File: src/rtl/ball_sprite_pipe.sv
// Two-stage pixel colour generator: NUM_BALLS 8x8 circle sprites over walls, paddles, header and background.
// Optional speed-blink of fast balls is enabled by defining PIXGEN_BLINK_EN.
module ball_sprite_pipe #(
  parameter int NUM_BALLS   = 4,
  parameter int COORD_W     = 10,
  parameter int TOP_MARGIN  = 25,
  parameter int PADDLE_H    = 72,
  parameter int BLINK_SPEED = 5
) (
  input  logic                           clk,
  input  logic                           rst_n,
  input  logic                           pixel_tick,
  input  logic                           frame_start,
  input  logic [COORD_W-1:0]             x,
  input  logic [COORD_W-1:0]             y,
  input  logic                           video_on,
  input  logic [NUM_BALLS*COORD_W-1:0]   ball_x,
  input  logic [NUM_BALLS*COORD_W-1:0]   ball_y,
  input  logic [NUM_BALLS-1:0]           ball_en,
  input  logic [COORD_W-1:0]             paddle1_y,
  input  logic [COORD_W-1:0]             paddle2_y,
  input  logic [11:0]                    bg_pixel,
  input  logic [11:0]                    game_over_pixel,
  input  logic [11:0]                    text_rgb,
  input  logic                           text_on,
  input  logic                           game_over,
  input  logic [3:0]                     ball_speed,
  output logic [11:0]                    rgb,
  output logic                           rgb_valid,
  output logic                           overlap_flag
);

  localparam int W1 = COORD_W + 1;

  typedef enum logic [2:0] {R_OFF, R_GOVER, R_HDR, R_WALL, R_PAD, R_BALL, R_BG} region_e;

  function automatic logic [7:0] sprite_row(input logic [2:0] r);
    case (r)
      3'd0, 3'd7: sprite_row = 8'h3C;
      3'd1, 3'd6: sprite_row = 8'h7E;
      default:    sprite_row = 8'hFF;
    endcase
  endfunction

  logic [NUM_BALLS-1:0] hit;
  logic [3:0]           hits_n;
  logic [COORD_W-1:0]   bx, by;
  logic [2:0]           row, col;
  logic [7:0]           srow;
  logic                 in_box;

  // Every channel has its own ROM lookup so overlapping boxes never mask each other.
  always_comb begin
    hit    = '0;
    hits_n = '0;
    bx     = '0;
    by     = '0;
    row    = '0;
    col    = '0;
    srow   = '0;
    in_box = 1'b0;
    for (int i = 0; i < NUM_BALLS; i++) begin
      bx     = ball_x[i*COORD_W +: COORD_W];
      by     = ball_y[i*COORD_W +: COORD_W];
      in_box = ({1'b0, x} >= {1'b0, bx}) && ({1'b0, x} <= {1'b0, bx} + W1'(7)) &&
               ({1'b0, y} >= {1'b0, by}) && ({1'b0, y} <= {1'b0, by} + W1'(7));
      row    = y[2:0] - by[2:0];
      col    = x[2:0] - bx[2:0];
      srow   = sprite_row(row);
      hit[i] = ball_en[i] & in_box & srow[3'd7 - col];
      hits_n = hits_n + {3'b000, hit[i]};
    end
  end

  logic [5:0] frame_cnt_q, frame_cnt_d;
  logic       blink;

`ifdef PIXGEN_BLINK_EN
  assign blink = frame_cnt_q[3] && (ball_speed >= 4'(BLINK_SPEED));
`else
  // Counter keeps running for debug visibility even though nothing blinks.
  assign blink = 1'b0 && ((^frame_cnt_q) || (ball_speed >= 4'(BLINK_SPEED)));
`endif

  logic [W1-1:0] p1_top, p2_top;
  logic          pad1, pad2;
  region_e       region_d, region_q;
  logic [11:0]   src_d, src_q;
  logic [3:0]    spd_q;

  always_comb begin
    p1_top   = {1'b0, paddle1_y} + W1'(TOP_MARGIN);
    p2_top   = {1'b0, paddle2_y} + W1'(TOP_MARGIN);
    pad1     = (x >= COORD_W'(32)) && (x <= COORD_W'(40)) &&
               ({1'b0, y} >= p1_top) && ({1'b0, y} <= p1_top + W1'(PADDLE_H));
    pad2     = (x >= COORD_W'(600)) && (x <= COORD_W'(608)) &&
               ({1'b0, y} >= p2_top) && ({1'b0, y} <= p2_top + W1'(PADDLE_H));
    region_d = R_BG;
    src_d    = bg_pixel;
    if (!video_on) begin
      region_d = R_OFF;
    end else if (game_over) begin
      region_d = R_GOVER;
      src_d    = game_over_pixel;
    end else if (y < COORD_W'(TOP_MARGIN)) begin
      region_d = R_HDR;
      src_d    = text_on ? text_rgb : 12'h135;
    end else if ((x < COORD_W'(32)) || (x > COORD_W'(608))) begin
      region_d = R_WALL;
    end else if (pad1 || pad2) begin
      region_d = R_PAD;
    end else if ((|hit) && !blink) begin
      region_d = R_BALL;
    end
  end

  logic [11:0] rgb_d, rgb_q;

  always_comb begin
    rgb_d = 12'h000;
    case (region_q)
      R_GOVER, R_HDR, R_BG: rgb_d = src_q;
      R_WALL:               rgb_d = 12'h89C;
      R_PAD:                rgb_d = 12'h24F;
      R_BALL: begin
        case (spd_q)
          4'd3:    rgb_d = 12'hFF0;
          4'd4:    rgb_d = 12'h0F0;
          4'd5:    rgb_d = 12'hF00;
          default: rgb_d = 12'h135;
        endcase
      end
      default:              rgb_d = 12'h000;
    endcase
  end

  logic v1_q, valid_q, acc_q, acc_d, flag_q, flag_d;

  // An overlap seen on the frame_start tick itself is dropped, not carried into the new frame.
  always_comb begin
    acc_d       = acc_q | (hits_n >= 4'd2);
    flag_d      = flag_q;
    frame_cnt_d = frame_cnt_q;
    if (frame_start) begin
      flag_d      = acc_q;
      acc_d       = 1'b0;
      frame_cnt_d = frame_cnt_q + 6'd1;
    end
  end

  always_ff @(posedge clk or negedge rst_n) begin
    if (!rst_n) begin
      region_q    <= R_OFF;
      src_q       <= '0;
      spd_q       <= '0;
      rgb_q       <= '0;
      v1_q        <= 1'b0;
      valid_q     <= 1'b0;
      acc_q       <= 1'b0;
      flag_q      <= 1'b0;
      frame_cnt_q <= '0;
    end else if (pixel_tick) begin
      region_q    <= region_d;
      src_q       <= src_d;
      spd_q       <= ball_speed;
      rgb_q       <= rgb_d;
      v1_q        <= 1'b1;
      valid_q     <= v1_q;
      acc_q       <= acc_d;
      flag_q      <= flag_d;
      frame_cnt_q <= frame_cnt_d;
    end
  end

  assign rgb          = rgb_q;
  assign rgb_valid    = valid_q;
  assign overlap_flag = flag_q;

endmodule
File: config.mk
export PLATFORM = sky130hd
export DESIGN_NAME = ball_sprite_pipe
export DESIGN_NICKNAME = d
export VERILOG_FILES = /design/src/rtl/ball_sprite_pipe.sv
export SDC_FILE = /design/constraint.sdc
export NUM_CORES = 1
export LEC_CHECK = 0
export BUFFER_PORTS_ARGS = -buffer_cell sky130_fd_sc_hd__buf_2
export CAP_MARGIN = 15
export CORE_ASPECT_RATIO = 0.6
export CORE_UTILIZATION = 58
export DETAILED_ROUTE_END_ITERATION = 10
export GPL_TIMING_DRIVEN = 0
export PLACE_DENSITY = 0.84
export SLEW_MARGIN = 10
export SYNTH_ARGS = -nofsm -noshare
export SYNTH_HDL_FRONTEND = slang
export SYNTH_SLANG_ARGS = --single-unit
export TNS_END_PERCENT = 100
File: constraint.sdc
create_clock -name clk -period 1.99 [get_ports clk]
set_input_delay 0.199 -clock clk [delete_from_list [all_inputs] [get_ports clk]]
set_output_delay 0.199 -clock clk [all_outputs]
set_load 0.005 [all_outputs]
# Word-level counts from Yosys, hierarchy flattened
# Cells that the tools add are included.
word_totals:
  regBits: 35
  inputBits: 171
  output_inout_bits: 14
  wordCells: 157
op_classes:
  add_sub_neg: 27
  order_cmp: 32
  n_eq_ne: 21
  n_mux: 25
  bitwise_logic: 9
  n_reduce_logical: 35
op_table:
  columns: ["cell", "n"]
  rows:
  - ["$le 10x11->1", 10]
  - ["$add 10x3->11 const B", 8]
  - ["$ge 10x10->1", 8]
  - ["$pmux 8 s2", 4]
  - ["$mux 12", 4]
  - ["$pmux 12 s4", 1]
  - ["$pmux 12 s3", 1]
  - ["$eq 3x3->1 const B", 11]
  - ["$sub 3x3->3", 8]
  - ["$add 10x5->11 const B", 2]
  - ["$add 11x7->11 const B", 2]
  - ["$ge 10x11->1", 2]
  - ["$logic_and 1x1->1", 18]
  - ["$lt 3x4->1 const B", 4]
  - ["$reduce_or 2->1", 8]
  - ["$eq 3x1->1 const B", 5]
  - ["$bmux 1 s3", 4]
  - ["$logic_not 3->1", 4]
  - ["$mux 3", 4]
  - ["$sub 3x3->3 const A", 4]
  - ["$ge 10x10->1 const B", 1]
  - ["$ge 10x6->1 const B", 1]
  - ["$gt 10x10->1 const B", 1]
  - ["$le 10x10->1 const B", 1]
  - ["18 further kinds", 33]

# Logic depth before layout (Yosys ltp)
# Gate-level depths: netlist of run 1.
depth:
  word_depth: 14
  ltp_mapped: 17
  depth_no_buf: 17

# Worst setup path before layout of run 1
# Ideal clock, no wire load.
synth_path:
  path_kind: "input -> register"
  from: "input port ball_y[11]"
  to: "register region_q[0]"
  setup_ns: 0.090
  arrival_time_ns: 3.714
  t_required_ns: 1.900
  setup_slack_ns: -1.814
  path_stages: 17
  n_path_buf: 0
  cell_sequence: "inv_1 > ha_1 > a2111oi_0 > nand3_1 > xnor2_1 > ha_1 > and4_1 > nand2_1 > o32ai_1 > a31oi_1 > a221o_1 > a211o_1 > ha_1 > inv_1 > a211oi_1 > or4b_1 > o221ai_1"
synth_via:
  elab_chain_cells: 14
  word_cells_on_any_way: 24
  cone_classes: "2 x add/sub; 2 x order compare; 3 x eq/ne; 9 x mux; 2 x bitwise; 6 x reduce/logical"
synth_rtl:
  columns: ["item", "line", "source"]
  rows:
  - ["start: declaration", "18", "input logic [NUM_BALLS*COORD_W-1:0] ball_y,"]
  - ["parallel branches: the longest is 6 deep, another holds $add 10x3->11", null, null]
  - ["$and 1x1->1 *", "70", "hit[i] = ball_en[i] & in_box & srow[3'd7 - col];"]
  - ["$reduce_or 4->1 *", "112", "end else if ((|hit) && !blink) begin"]
  - ["$mux 2 *", "112", null]
  - ["$mux 2 *", "110", "end else if (pad1 || pad2) begin"]
  - ["$mux 3 *", "108", "end else if ((x < COORD_W'(32)) || (x > COORD_W'(608))) begin"]
  - ["$mux 3 *", "105", "end else if (y < COORD_W'(TOP_MARGIN)) begin"]
  - ["$mux 3 *", "102", "end else if (game_over) begin"]
  - ["$mux 3 *", "100", "if (!video_on) begin"]
  - ["end signal: assignment", "163", "region_q <= region_d;"]
  - ["end: declaration", "87", "region_e region_d, region_q;"]
# Every way passes the cells marked *. The select of a mux whose other input is x is not followed.
# A chain may end at the register's enable or synchronous reset.

# Worst setup path after layout of run 1
layout_path:
  from: "input port ball_y[10]"
  to: "register region_q[0]"
# Same word-level chain as after synthesis.

==> key figures, run 1 <==
Outcome
  • Run status: complete, but fails checks
  • Failing checks: hold timing, setup timing

Routing
  • DR vias/cell: 6.096
  • WL final: 26620 um
  • Routed via count: 9364
  • WL/cell: 17.33 um
  • DRC Markers: 0
  • Detail Route Antenna Nets: 0
  • DRT iter0 DRCs: 653
  • First-pass iteration count of the detailed router: 5

Clock tree
  • TritonCTS Buffers: 5
  • Max Root-Sink Buffers: 2
  • Root Driver: clkbuf_16
  • CTS tree: done
  • Num Clock Sinks: 35
  • Clock transition at path regs: 0.05 ns
  • Max H-tree Level: 2
  • Clk Latency, worst-skew pair: 0.27 ns

Synthesis
  • Post-Syn Area per Cell: 7.959 sq um
  • Number of flops mapped to enable cells by yosys: 0
  • Dominant synthesized flop cell: dfrtp_1
  • Syn Inst Count: 1128
  • Syn Nets: 1523
  • Count of cell types in the netlist: 72
  • Yosys reg bits: 35
  • Share of synthesized registers carrying an async set or reset: 1.000
  • Yosys warning count: 0
  • Post-synthesis cell area: 0.008977 sq mm
  • Register area share after synthesis: 0.09756

Place
  • Place WS: -2.046 ns
  • DP Wirelength: 21230 um
  • Port Buffer Count: 175
  • Dpl cells: 1501
  • GP Congestion: 0.9386

Hold path
  • Hold WC Path Type: in2async

Timing
  • Final period util: 1.726
  • Slew margin rel.: 0.3195
  • Final setup viols: 3
  • Max Freq: 291.2 MHz
  • Post-route minimum period: 3.434 ns
  • Max-slew violations: 0
  • Worst Max-Slew Pin Slew: 0.9950 ns
  • Final WS setup: -1.444 ns
  • Post-Route Setup TNS: -4.019 ns
  • Unrepaired setup endpoints after global routing: true
  • Final Hold Vio Count: 1
  • Final setup skew: 0.004425 ns
  • WHS: -0.0001170 ns

Critical path
  • Worst setup EP type: register
  • Critical Path Fanout Max: 3
  • CP startpoint kind: input port
  • Worst path cell trace: buf_8 > inv_6 > ha_4 > a2111oi_4 > buf_4 > xnor2_1 > ha_1 > and4_4 > buf_4 > a211oi_2 > o211ai_1 > a221o_1 > a211o_1 > ha_2 > inv_2 > a211oi_4 > or4b_1 > o221ai_1
  • Worst path max stage delay: 0.53 ns
  • Critical path arrival: 3.62 ns
  • CP Class: in2reg
  • Max stage delay cell, worst path: or4b_1
  • Worst EP required: 2.18 ns
  • Cell mode on critical path: buf_4

Cells and area
  • Finished Layout Cells: 1536
  • Layout Nets: 1731
  • Fill cells: 1126
  • Share of cells above drive strength 1: 0.2199
  • Area Growth Syn to Fin: 21.27%

Floorplanning
  • Initial cell density of the core: 0.6064
  • Die X: 162.6 um
  • Die extent in y: 98.37 um
  • CORE AREA: 0.01480 sq mm
  • Row count: 34
  • Top Ports: 185
  • DIE AREA: 0.01600 sq mm

Run
  • Max_cap viols: 0

Pwr
  • Power Dens Cells: 398.5 mW/mm^2
  • Leakage power: 5.257 nW
  • Worst VDD drop: 411.7 uV
  • Design Power: 4.339 mW

Global routing
  • Largest net degree at the start of global routing: 36
  • Grt total ovfl: 0
  • Vias in the first global route: 8632
  • Initial antenna violation count: 1
  • Total GRT Usage: 0.3198
  • First-pass GRT wire length: 41430 um
[flip-flops by register name, indices dropped and copies added (netlist names)]
name and count:
spd_q 4, overlap_flag 1, v1_q 1, region_q 3
src_q 12, acc_q 1, rgb_valid 1, rgb 12
[stage by stage]
step / hold WS, ns / utilization / area (sq um)
2_1_floorplan: -0.09659 / - / 9050
3_3_place_gp: 0.3168 / 0.6872 / 10170
3_5_place_dp: 0.3134 / 0.6872 / 10170
4_1_cts: 0.02365 / 0.7129 / 10550
5_1_grt: 0.06878 / 0.7352 / 10880
6_report: -0.0001170 / 0.7354 / 10890
[path summary, 6_finish.rpt]
check | depth (start not counted) | from | slack, ns | endpoint
worst max-delay path | 18 | ball_y[10] | -1.44 | region_q[0]
worst min-delay path | 1 | rst_n | -0.0001 | rgb[8]
worst max register to register | 7 | region_q[1] | 0.15 | rgb[2]
worst min register to register | 1 | acc_q | 0.49 | acc_q
max in group asynchronous | 1 | rst_n | 1.50 | spd_q[3]
min in group clk | 2 | ball_speed[2] | 0.16 | spd_q[2]
[layer usage]
metal  track usage  vias up  wire length [um]
met5             0        -                 0
met4       0.07405        0               410
met3       0.03993       37              2459
met2        0.5207      459             11810
met1        0.4486     4353             11940
li1              -     4515                 -
[power by group]
group          internal (mW)  switching [mW]  leakage [nW]  total [mW]
registers              0.794          0.0712         0.425       0.865
logic                   1.19            1.48          4.75        2.67
clock network          0.532           0.273        0.0772       0.805
total                   2.51            1.83          5.26        4.34
[synth_stat cells (3+ instances only)]
cell type	number	area, sq um
nor2b_1	18	112.6
a21boi_0	3	22.52
o311ai_0	7	61.31
o21a_1	21	157.7
clkbuf_1	18	67.56
a21oi_1	95	475.5
o211ai_1	14	105.1
nand2_1	66	247.7
a2111oi_4	3	82.58
nand3_1	26	130.1
nor2_1	60	225.2
o32ai_1	5	43.79
and3_1	10	62.56
nand4_1	25	156.4
a211oi_1	17	127.6
fa_1	9	180.2
a2111oi_0	9	78.83
nor3_1	25	125.1
a31oi_1	11	68.82
and4_1	4	35.03
nand2b_1	11	68.82
o22ai_1	10	62.56
mux2_2	6	67.56
xnor2_1	89	779.5
o31ai_1	4	30.03
a211o_1	6	52.55
nand3b_1	6	45.04
and2_1	4	25.02
inv_2	8	30.03
xor2_1	17	148.9
a221oi_1	4	35.03
dfrtp_1	35	875.8
o221ai_1	3	26.28
mux2i_1	8	80.08
nor3b_1	5	37.54
o21ai_0	50	250.2
inv_1	122	457.9
o21ai_1	6	30.03
or3_1	10	62.56
a21o_1	21	157.7
ha_1	215	2690
nor4_1	5	31.28
[area by class of cell]
type                    count  area, sq um  share of cell area
diodes                      1        2.502           0.0002299
inverters                 131        521.8             0.04793
multi-input cells         938         7841              0.7203
clock buffers               8        156.4             0.01437
flip-flops and latches     35        875.8             0.08045
repair buffers            203         1139              0.1046
well taps                 198        247.7             0.02276
plain buffers              22        102.6            0.009424
[worst max-delay path, delay by kind of cell]
family                     cells  cell delay (ns)
AOI/OAI and AO/OA              7             1.42
and+or+nand+nor                2             0.73
xor gates and xnor gates       1             0.14
buffers and inverters          5             0.50
adders and majority gates      3             0.61
[cells by family after synthesis]
family / count (synthesis) / synth area share
xor gates and xnor gates: 107 / 0.1065
adders and majority gates: 225 / 0.3208
AOI/OAI and AO/OA: 309 / 0.2305
muxes: 14 / 0.01645
and+or+nand+nor: 283 / 0.1614
buffers and inverters: 155 / 0.06676
DFF: 35 / 0.09756
[repair_timing]
item | CTS | global route
pin swaps | 30 | 33
endpoints found under the hold margin | 0 | 0
gates resized for setup | 39 | 50
setup buffers | 12 | 18
endpoints found under the setup margin | 16 | 27
hold buffers | 0 | 0
[layout by cell type, fill, tap and decap left out, types with 23 or more instances in the layout]
cell type and count:
nand3_1 25, nor2_1 57, nor3_1 23, dfrtp_1 35
xnor2_1 86, a21oi_1 92, ha_1 208, nand4_1 25
nand2_1 65, inv_1 112, buf_2 169, buf_4 30
o21ai_0 48
(Power assumes the default switching activity.)
==> inputs of run 2 (changes only) <==
- RECOVER_POWER: not set -> 50
==> key figures, run 2 (same netlist as run 1, synthesis figures left out) <==
Routing
  • DR vias/cell: 6.096 (unchanged)
  • WL/cell: 17.33 um (about the same)
  • WL final: 26620 um (about the same)
  • WL met1: 11940 um (about the same)
  • Met3 WL: 2458 um (was 2459 um)
  • DRC Markers: 0 (unchanged)
  • DRT iter0 DRCs: 653 (unchanged)
  • Met2 WL: 11810 um (unchanged)
  • Routed via count: 9364 (unchanged)
  • First-pass iteration count of the detailed router: 5 (unchanged)
  • Detail Route Antenna Nets: 0 (unchanged)
  • DR top layer: met4 (unchanged)

Global routing
  • First-pass GRT wire length: 41430 um (unchanged)
  • Initial antenna violation count: 1 (unchanged)
  • Grt total ovfl: 0 (unchanged)
  • Total GRT Usage: 0.3198 (unchanged)
  • Vias in the first global route: 8632 (unchanged)
  • Largest net degree at the start of global routing: 36 (unchanged)

Timing
  • Final WS setup: -1.444 ns (unchanged)
  • Post-route minimum period: 3.434 ns (unchanged)
  • Final Hold Vio Count: 0 (was 1)
  • Final setup viols: 3 (unchanged)
  • Slew margin rel.: -0.2231 (was 0.3195)
  • Unrepaired setup endpoints after global routing: true (unchanged)
  • Post-Route Setup TNS: -4.019 ns (unchanged)
  • Worst Max-Slew Pin Slew: 1.835 ns (was 0.9950 ns)
  • Final setup skew: 0.004425 ns (unchanged)
  • Max-slew violations: 36 (was 0)
  • Final period util: 1.726 (unchanged)
  • Max Freq: 291.2 MHz (unchanged)

Place
  • Port Buffer Count: 175 (unchanged)
  • Dpl cell area: 0.01017 sq mm (unchanged)
  • GP Congestion: 0.9386 (unchanged)
  • DP Wirelength: 21230 um (unchanged)
  • Place WS: -2.046 ns (unchanged)

Run
  • Max_cap viols: 1 (was 0)

Floorplanning
  • CORE AREA: 0.01480 sq mm (unchanged)
  • Die extent in y: 98.37 um (unchanged)
  • Initial cell density of the core: 0.6064 (unchanged)
  • Row count: 34 (unchanged)
  • Top Ports: 185 (unchanged)
  • Die X: 162.6 um (unchanged)
  • DIE AREA: 0.01600 sq mm (unchanged)

Outcome
  • Run status: complete, but fails checks (unchanged)
  • Failing checks: capacitance limit, slew limit, setup timing (was hold timing, setup timing)

Clock tree
  • Max Root-Sink Buffers: 2 (unchanged)
  • Root Driver: clkbuf_16 (unchanged)
  • Hold buffers post-CTS: 0 (unchanged)
  • CTS tree: done (unchanged)
  • Max H-tree Level: 2 (unchanged)
  • Clock transition at path regs: 0.05 ns (about the same)
  • TritonCTS Buffers: 5 (unchanged)
  • Clk Latency, worst-skew pair: 0.27 ns (about the same)
  • Num Clock Sinks: 35 (unchanged)

Cells and area
  • Most frequent cells in the layout: ha_1 (208), buf_2 (168), inv_1 (112) (was ha_1 (208), buf_2 (169), inv_1 (112))
  • Post-layout util: 0.7353 (was 0.7354)
  • Fill cells: 1126 (unchanged)
  • Layout Nets: 1731 (unchanged)
  • Final instance area: 0.01089 sq mm (about the same)
  • Share of cells above drive strength 1: 0.2191 (was 0.2199)
  • Commonest non-fill, non-tap cell in the layout: ha_1 (unchanged)
  • Area Growth Syn to Fin: 21.25% (was 21.27%)

Pwr
  • Power Dens Cells: 398.5 mW/mm^2 (about the same)
  • Worst VDD drop: 411.8 uV (was 411.7 uV)
  • Design Power: 4.338 mW (was 4.339 mW)
  • Leakage power: 5.254 nW (was 5.257 nW)

Critical path
  • Worst EP required: 2.18 ns (about the same)
  • Critical Path Fanout Max: 3 (unchanged)
  • Worst setup EP type: register (unchanged)
  • Worst path max stage delay: 0.53 ns (about the same)
  • Max stage delay cell, worst path: or4b_1 (unchanged)
  • WP buf/inv: 5 (unchanged)
  • Worst path cell trace: buf_8 > inv_6 > ha_4 > a2111oi_4 > buf_4 > xnor2_1 > ha_1 > and4_4 > buf_4 > a211oi_2 > o211ai_1 > a221o_1 > a211o_1 > ha_2 > inv_2 > a211oi_4 > or4b_1 > o221ai_1 (unchanged)
  • CP Class: in2reg (unchanged)
  • Family with the most delay on the worst path: compound AO/OA/AOI/OAI gates (unchanged)
  • Cell mode on critical path: buf_4 (unchanged)
  • Critical path arrival: 3.62 ns (about the same)
  • CP startpoint kind: input port (unchanged)

Hold path
  • Hold WC Path Type: in2reg (was in2async)
[run 2: cell types whose count changed in the layout (fill, tap and decap cells not counted), sizes merged]
cell,change
buf,-1
clkbuf,+1
[run 2: path summary, 6_finish.rpt]
kind,startpoint,endpoint,slack (ns),cells after the start
setup / recovery,ball_y[10],region_q[0],-1.44,18
hold / removal,ball_speed[2],spd_q[2],0.16,2
setup reg to reg,region_q[1],rgb[2],0.15,7
hold reg to reg,acc_q,acc_q,0.49,1
max in group asynchronous,rst_n,spd_q[3],0.51,1
min in group asynchronous,rst_n,rgb[8],0.42,1
[run 2: power breakdown]
part / leakage, nW / total [mW] / internal [mW] / switching [mW]
clock network: 0.0772 / 0.805 / 0.532 / 0.273
logic: 4.75 / 2.67 / 1.19 / 1.48
registers: 0.425 / 0.865 / 0.794 / 0.0712
total: 5.25 / 4.34 / 2.51 / 1.83
[run 2: metrics by stage]
| step | instances | hold slack, ns |
|---|---|---|
| detailed placement | 1501 | 0.3134 |
| global route | 1535 | 0.1706 |
| CTS | 1521 | 0.02365 |
| floorplan | 1128 | -0.09659 |
| global placement | 1501 | 0.3168 |
| finish | 1536 | 0.1586 |
[run 2: layout make-up]
type	instances	area, sq um	share of cell area
repair buffers	203	1137	0.1045
plain buffers	22	102.6	0.009425
clock buffers	8	156.4	0.01437
flip-flops and latches	35	875.8	0.08046
well taps	198	247.7	0.02276
diodes	1	2.502	0.0002299
multi-input cells	938	7841	0.7203
inverters	131	521.8	0.04793
[run 2: repair_timing]
item,in CTS,in global routing
resized for setup,39,50
endpoints found under the setup margin,16,27
pin swaps,30,33
cloned,0,0
setup buffers,12,18
endpoints found under the hold margin,0,0
[run 2: layer usage]
layer / track usage / vias to the layer above
met3: 0.03993 / 37
met2: 0.5207 / 459
li1: - / 4515
met5: 0 / -
met1: 0.4486 / 4353
met4: 0.07405 / 0
